**config.mk**
```make
export PLATFORM = sky130hd
export DESIGN_NAME = mult_seq
export DESIGN_NICKNAME = d
export VERILOG_FILES = /design/src/rtl/mult_seq_pkg.sv /design/src/rtl/alu.sv /design/src/rtl/mux2to1.sv /design/src/rtl/mult_seq.sv
export SDC_FILE = /design/constraint.sdc
export NUM_CORES = 1
export LEC_CHECK = 0
export CORE_AREA = 2 2 154 156
export CTS_CLUSTER_DIAMETER = 200
export CTS_CLUSTER_SIZE = 20
export DETAILED_ROUTE_END_ITERATION = 6
export DIE_AREA = 0 0 156 158
export GPL_ROUTABILITY_DRIVEN = 1
export PLACE_DENSITY = 0.75
export SYNTH_ARGS = -nofsm -noshare
export SYNTH_HDL_FRONTEND = slang
export SYNTH_HIERARCHICAL = 1
export SYNTH_SLANG_ARGS = --single-unit
```
**constraint.sdc**
```tcl
create_clock -name clk -period 5.95 [get_ports clk]
set_input_delay 0.595 -clock clk [delete_from_list [all_inputs] [get_ports clk]]
set_output_delay 0.595 -clock clk [all_outputs]
set_load 0.02 [all_outputs]
```
**src/rtl/mult_seq_pkg.sv**
```systemverilog
// Shared encodings for the multi-cycle multiplier and its ALU.
package mult_seq_pkg;

    localparam int MUL_WIDTH = 32;
    localparam int MUL_CNT_W = 6;

    typedef enum logic [1:0] {
        S_IDLE = 2'd0,
        S_RUN  = 2'd1,
        S_DONE = 2'd2
    } state_t;

    typedef enum logic [1:0] {
        op_add = 2'b00,
        op_sub = 2'b01,
        op_ori = 2'b10
    } alu_op_t;

endpackage

```
**src/rtl/alu.sv**
```systemverilog
// Small datapath ALU: add, subtract, or, with zero flag.
module alu
    import mult_seq_pkg::*;
#(
    parameter int WIDTH = 32
) (
    input  logic [WIDTH-1:0] a_i,
    input  logic [WIDTH-1:0] b_i,
    input  alu_op_t          ctrl_i,
    output logic [WIDTH-1:0] out_o,
    output logic             zf_o
);

    always_comb begin
        out_o = '0;
        unique case (ctrl_i)
            op_add:  out_o = a_i + b_i;
            op_sub:  out_o = a_i - b_i;
            op_ori:  out_o = a_i | b_i;
            default: out_o = '0;
        endcase
    end

    assign zf_o = (out_o == '0);

endmodule

```
**src/rtl/mux2to1.sv**
```systemverilog
// Generic two-input word multiplexer.
module mux2to1 #(
    parameter int n = 32
) (
    input  logic [n-1:0] in0_i,
    input  logic [n-1:0] in1_i,
    input  logic         sel_i,
    output logic [n-1:0] out_o
);

    assign out_o = sel_i ? in1_i : in0_i;

endmodule

```
**src/rtl/mult_seq.sv**
```systemverilog
// Unsigned MULTU sequencer: shift-add over 32 cycles using the shared ALU adder.
module mult_seq
    import mult_seq_pkg::*;
#(
    parameter int WIDTH = MUL_WIDTH,
    parameter int CNT_W = MUL_CNT_W
) (
    input  logic             clk,
    input  logic             rst,
    input  logic             start,
    input  logic [WIDTH-1:0] op_a,
    input  logic [WIDTH-1:0] op_b,
    input  logic             flush,
    output logic             busy,
    output logic             done,
    output logic [WIDTH-1:0] hi,
    output logic [WIDTH-1:0] lo
);

    state_t            state_q, state_d;
    logic [CNT_W-1:0]  cnt_q, cnt_d;
    logic [WIDTH-1:0]  acc_q, acc_d;
    logic [WIDTH-1:0]  mq_q, mq_d;
    logic [WIDTH-1:0]  mcand_q, mcand_d;
    logic [WIDTH-1:0]  hi_q, hi_d;
    logic [WIDTH-1:0]  lo_q, lo_d;

    logic              run;
    logic [WIDTH-1:0]  addend;
    logic [WIDTH-1:0]  alu_a, alu_b, alu_out;
    logic              alu_zf_unused;
    logic              carry;
    logic [WIDTH-1:0]  acc_nx, mq_nx;

    assign run = (state_q == S_RUN);

    mux2to1 #(.n(WIDTH)) u_mux (
        .in0_i (WIDTH'(0)),
        .in1_i (mcand_q),
        .sel_i (mq_q[0]),
        .out_o (addend)
    );

    // ALU sees zero operands outside RUN so it stays quiet.
    assign alu_a = run ? acc_q  : '0;
    assign alu_b = run ? addend : '0;

    alu #(.WIDTH(WIDTH)) u_alu (
        .a_i    (alu_a),
        .b_i    (alu_b),
        .ctrl_i (op_add),
        .out_o  (alu_out),
        .zf_o   (alu_zf_unused)
    );

    assign carry  = (alu_out < acc_q);
    assign acc_nx = {carry, alu_out[WIDTH-1:1]};
    assign mq_nx  = {alu_out[0], mq_q[WIDTH-1:1]};

    always_comb begin
        state_d = state_q;
        cnt_d   = cnt_q;
        acc_d   = acc_q;
        mq_d    = mq_q;
        mcand_d = mcand_q;
        hi_d    = hi_q;
        lo_d    = lo_q;
        unique case (state_q)
            S_IDLE, S_DONE: begin
                state_d = S_IDLE;
                if (start) begin
                    state_d = S_RUN;
                    acc_d   = '0;
                    mq_d    = op_b;
                    mcand_d = op_a;
                    cnt_d   = '0;
                end
            end
            S_RUN: begin
                if (flush) begin
                    state_d = S_IDLE;
                end else begin
                    acc_d = acc_nx;
                    mq_d  = mq_nx;
                    cnt_d = cnt_q + 1'b1;
                    if (cnt_q == CNT_W'(WIDTH - 1)) begin
                        hi_d    = acc_nx;
                        lo_d    = mq_nx;
                        state_d = S_DONE;
                    end
                end
            end
            default: state_d = S_IDLE;
        endcase
    end

    always_ff @(posedge clk or posedge rst) begin
        if (rst) begin
            state_q <= S_IDLE;
            cnt_q   <= '0;
            acc_q   <= '0;
            mq_q    <= '0;
            mcand_q <= '0;
            hi_q    <= '0;
            lo_q    <= '0;
        end else begin
            state_q <= state_d;
            cnt_q   <= cnt_d;
            acc_q   <= acc_d;
            mq_q    <= mq_d;
            mcand_q <= mcand_d;
            hi_q    <= hi_d;
            lo_q    <= lo_d;
        end
    end

    assign busy = run;
    assign done = (state_q == S_DONE);
    assign hi   = hi_q;
    assign lo   = lo_q;

endmodule

```
=== Word-level counts from Yosys, hierarchy flattened ===
Cells that the tools add are included.
W data, S select, Z words.

* $add $sub $neg: 2
* $lt $le $gt $ge: 1
* Eq/ne operators: 6
* Mux-type cells: 16
* Bitwise gates (word level): 1
* Reductions and logical operators: 6

{| class="wikitable"
|+ Operators with widths
! cell !! number
|-
| $mux W32 || 7
|-
| $pmux W32 S2 || 2
|-
| $add A32 B32 Y32 || 1
|-
| $lt A32 B32 Y1 || 1
|-
| $mux W6 || 2
|-
| $pmux W6 S2 || 1
|-
| $add A6 B1 Y6 const B || 1
|-
| $eq A6 B5 Y1 const B || 1
|-
| $reduce_and A3 Y1 || 2
|-
| $mux W2 || 2
|-
| $ne A2 B2 Y1 const B || 2
|-
| $pmux W2 S2 || 1
|-
| $ne A3 B2 Y1 const B || 1
|-
| $eq A2 B1 Y1 const B || 1
|-
| $eq A2 B2 Y1 const B || 1
|-
| $logic_not A2 Y1 || 1
|-
| $reduce_and A2 Y1 || 1
|-
| $reduce_bool A2 Y1 || 1
|-
| $reduce_or A2 Y1 || 1
|-
| $mux W1 || 1
|-
| $not A1 Y1 || 1
|}

* Register bits after elaboration: 168
* Bits of input ports: 68
* Logic and storage cells: 39

=== Depth between registers and ports, before layout ===
* Depth in word-level cells: 6
* Depth in mapped cells: 28
* Depth with buffers taken out: 26

=== Cells and area by module ===
Netlist, hierarchy kept.

{| class="wikitable"
|+ By module, submodules not included
! module !! instances !! cells each !! area each (µm²) !! sequential area each (µm²)
|-
| mult_seq || 1 || 775 || 7743.7 || 4204.0
|-
| alu || 1 || 536 || 3427.0 || 0.0
|-
| mux2to1 || 1 || 36 || 544.3 || 0.0
|}

=== Least setup slack after synthesis ===
Ideal clock, no wire load.

* Path type: register to register
* Start: register mq_q[0]
* End: register hi_q[31] (netlist: hi[31])
* Arrival: 5.887 ns
* Data required time: 5.855 ns
* Setup slack: -0.032 ns
* Stages on the path, launching flop included: 26
* Path buffers: 3
* Period minus slack after synthesis: 5.982 ns
* Path through: dfrtp_1 -> buf_6 -> buf_12 -> mux2_4 -> and2_1 -> nor4_1 -> nand2b_1 -> nor3_1 -> nand3b_1 -> or2_2 -> o41ai_1 -> xor2_1 -> ha_1 -> clkbuf_1 -> a21oi_1 -> o21a_1 -> nor2b_1 -> a31oi_1 -> and3_1 -> o41ai_1 -> ha_1 -> a21o_1 -> a221o_1 -> a221oi_2 -> o21ai_1 -> o31ai_1

* Cells in the longest elaborated chain, start to end: 4

{| class="wikitable"
|+ Ends and longest elaborated chain
! element !! line !! source
|-
| start, declared || mult_seq.sv:23 || <nowiki>logic [WIDTH-1:0] mq_q, mq_d;</nowiki>
|-
| start signal, assigned || mult_seq.sv:110 || <nowiki>mq_q <= mq_d;</nowiki>
|-
| $mux W32 || mux2to1.sv:11 || <nowiki>assign out_o = sel_i ? in1_i : in0_i;</nowiki>
|-
| via addend[4] || mult_seq.sv:29 || <nowiki>logic [WIDTH-1:0] addend;</nowiki>
|-
| $mux W32 || mult_seq.sv:46 || <nowiki>assign alu_b = run ? addend : '0;</nowiki>
|-
| via alu_b[4] || mult_seq.sv:30 || <nowiki>logic [WIDTH-1:0] alu_a, alu_b, alu_out;</nowiki>
|-
| $add A32 B32 Y32 || alu.sv:17 || <nowiki>op_add: out_o = a_i + b_i;</nowiki>
|-
| via alu_out[25] || mult_seq.sv:30 ||
|-
| $lt A32 B32 Y1 || mult_seq.sv:56 || <nowiki>assign carry = (alu_out < acc_q);</nowiki>
|-
| end signal, assigned || mult_seq.sv:112 || <nowiki>hi_q <= hi_d;</nowiki>
|-
| end, declared || mult_seq.sv:25 || <nowiki>logic [WIDTH-1:0] hi_q, hi_d;</nowiki>
|}

The timed path passes the listed nets, and every way through them passes these cells.
A chain may end at the register's enable or synchronous reset.

=== Worst setup path in the final report ===
Ends and elaborated chain as after synthesis.

==> metrics.md <==
| Metric | Value |
|---|---|
| Launch point of the worst reg-to-reg path | mq_q[0] |
| Design internal power | 2.96 mW |
| Minimum clock period | 5.96 ns |
| Slack of the critical path | -0.00619 ns |
| Via count normalized by instance count | 5.69 |
| Worst Setup Start Kind | flop |
| Starting utilization of the core area | 0.502 |
| Vias in the first global route | 9920 |
| Least-Margin Pin Slew | 1.10 ns |
| Area taken by multi-input logic gates | 0.00719 mm² |
| Worst skew pair latency | 0.44 ns |
| Kind of critical path | reg2reg |
| Die outline area | 0.0246 mm² |
| Endpoint class of the critical path | flop |
| Global-route wire length before repair | 52.1 mm |
| Fin nets | 1670 |
| Layout cells sized above 1 | 0.189 |
| Mean post-synth cell area | 8.72 µm² |
| Hold Vio Cnt, Final | 0 |
| Clock power frac | 0.232 |
| Leakage dissipation | 6.76 nW |
| Share of power burned in registers | 0.284 |
| Capture instance of the worst register-to-register path | hi[31] |
| Yosys warns | 6 |
| Worst path most repeated cell | buf_4 |
| Core Rows | 56 |
| Worst path arrival time | 6.24 ns |
| Maximum net fanout on the critical path | 12 |
| Clock net sink count | 168 |
| Final setup violation count | 1 |
| Cells after Synth | 1329 |
| Number of input and output port buffers inserted | 133 |
| Count of hold-fix buffers inserted at cts | 0 |
| Boundary pin count | 134 |
| Global-route usage over all layers | 0.268 |
| Final routed wire length divided by cell count | 17.9 µm |
| Clock root buffer master | clkbuf_16 |
| Final core occ | 0.636 |
| R2r worst-path depth | 26 |
| Maximum Capacitance Violations | 0 |
| Maximum clock frequency | 0.168 GHz |
| Pwr/cell area | 343 mW/mm² |
| Area taken by flip-flops and latches | 0.00421 mm² |
| Post-DP HPWL | 23.5 mm |
| Number of design-rule violations left by the first detailed-router iteration | 1014 |
| Clock transition at the registers of the reported paths | 0.09 ns |
| Pin count of the biggest net entering global routing | 71 |
| Initial antenna violation count | 0 |
| RSZ-0062 raised after global routing | true |
| Worst path slowest cell | or4b_4 |
| Worst hold-check path type | reg2reg |
| Routed vias | 10471 |
| Last weighted congestion value of the routability-driven placer | 0.941 |
| Violated checks | setup timing |
| Number of buffers created by CTS | 17 |
| Antenna diode count | 0 |
| Summed instance area of the synthesized netlist | 0.0116 mm² |
| First-pass DRT Iterations | 5 |
| Critical path data required time | 6.24 ns |
| Final period util | 1.00 |
| Global-route congestion overflow total | 0 |
| Worst-case clock skew | 0.0163 ns |
| CTS tree | done |
| Sum of internal, switching and leakage power | 5.03 mW |
| Die span in x | 156 µm |
| Part of the power in combinational logic | 0.483 |
| Worst R2R Setup Slack | -0.006 ns |
| Net switching fraction of the power | 0.411 |
| Layout area overhead | 26.6% |
| Start point of the worst hold path | mcand_q[31] |
| Depth of the CTS H-tree | 4 |
| CP peak stage delay | 0.56 ns |
| Outcome | finished, violations left |
| Area of the core region | 0.0231 mm² |
| Die span in y | 158 µm |
| Count of pins over their slew limit | 0 |
| Maximum root-to-sink buffer count | 2 |
| Worst supply voltage drop on vdd | 0.208 mV |
| Cell depth of the worst min-delay path | 2 |
| DRC violation count after routing | 0 |
| Number of filler instances in the final layout | 1971 |
| Antenna viol nets, final | 0 |
| Hold path endpoint | mcand_q[31] |
| Headroom to the max-slew limit | 0.266 |
| P_sw | 2.07 mW |
| Total routed wirelength | 32.9 mm |
[worst max-delay path: cells and delay by family (launching register included)]
family / cells / cell delay [ns]
AND/OR/NAND/NOR: 10 / 2.28
AO/OA/AOI/OAI: 8 / 1.48
buffers and inverters: 4 / 0.61
adder cells (fa/ha/maj): 2 / 0.55
flip-flops: 1 / 0.43
multiplexers: 1 / 0.29
XOR/XNOR: 1 / 0.17
[power groups by stage]
stage	clock network (mW)	logic, mW	registers, mW
floorplan	0	1.62	1.41
finish	1.17	2.43	1.43
global route	1.23	2.68	1.45
detailed placement	0	2.23	1.45
CTS	1.19	2.26	1.43
global placement	0	2.19	1.45
[sequential cells by signal, summed over array words and instances, names as in the netlist]
signal / cells
acc_q: 32
cnt_q: 6
hi: 32
lo: 32
mcand_q: 32
mq_q: 32
state_q: 2
[area by class of cell]
cell class                      instances  area share
Clock buffer                           17      0.0290
Clock inverter                         15      0.0129
Inverter                               55      0.0144
Multi-Input combinational cell       1063       0.490
Sequential cell                       168       0.287
Tap cell                              290      0.0247
Timing Repair Buffer                  231       0.142
[cell usage in the layout (no fill, tap or decap), types with 36 or more instances in the layout]
master             n
a21oi_1           55
a31oi_1           36
buf_4             95
clkdlybuf4s50_1  133
dfrtp_1          167
ha_1              59
inv_1             50
mux2_2            65
nand2_1          241
nor2_1           133
o21ai_0           42
o31ai_1           44
[per-layer routing]
layer,vias to the layer above,wire length [µm],GRT usage
met3,56,2420,0.0553
met2,408,15000,0.435
met5,-,0,0
li1,5037,-,-
met1,4970,14900,0.365
met4,0,604,0.0721
[stage by stage]
step                      instances  hold WS, ns  setup WS [ns]  TNS (ns)  area [µm²]
after CTS                      1827        0.484       0.000262         0       14300
after global placement         1793        0.456        0.00892         0       13600
after global routing           1839        0.502         -0.130    -0.253       14700
final                          1839        0.483       -0.00619  -0.00619       14700
after detailed placement       1793        0.464         -0.136    -0.269       13600
after floorplan                1362        0.440         0.0217         0       11700
[worst max path at each step]
| stage | from | endpoint | slack [ns] | cells past startpoint |
|---|---|---|---|---|
| 5_1_grt | mq_q[0] | acc_q[31] | -0.13 | 24 |
| 4_1_cts | mq_q[0] | acc_q[31] | 0.0003 | 26 |
| 3_5_place_dp | mq_q[0] | hi[31] | -0.14 | 26 |
| 3_3_place_gp | mq_q[0] | hi[31] | 0.009 | 25 |
| 6_report | mq_q[0] | hi[31] | -0.006 | 26 |
| 2_1_floorplan | mq_q[0] | hi[31] | 0.02 | 27 |
[what timing repair did]
action / 4_1_cts / 5_1_grt
buffers inserted: 2 / 12
pin swaps: 4 / 28
resized for setup: 10 / 62
endpoints found under the setup margin: 2 / 2
No activity file was read; power rests on OpenSTA's default activity.
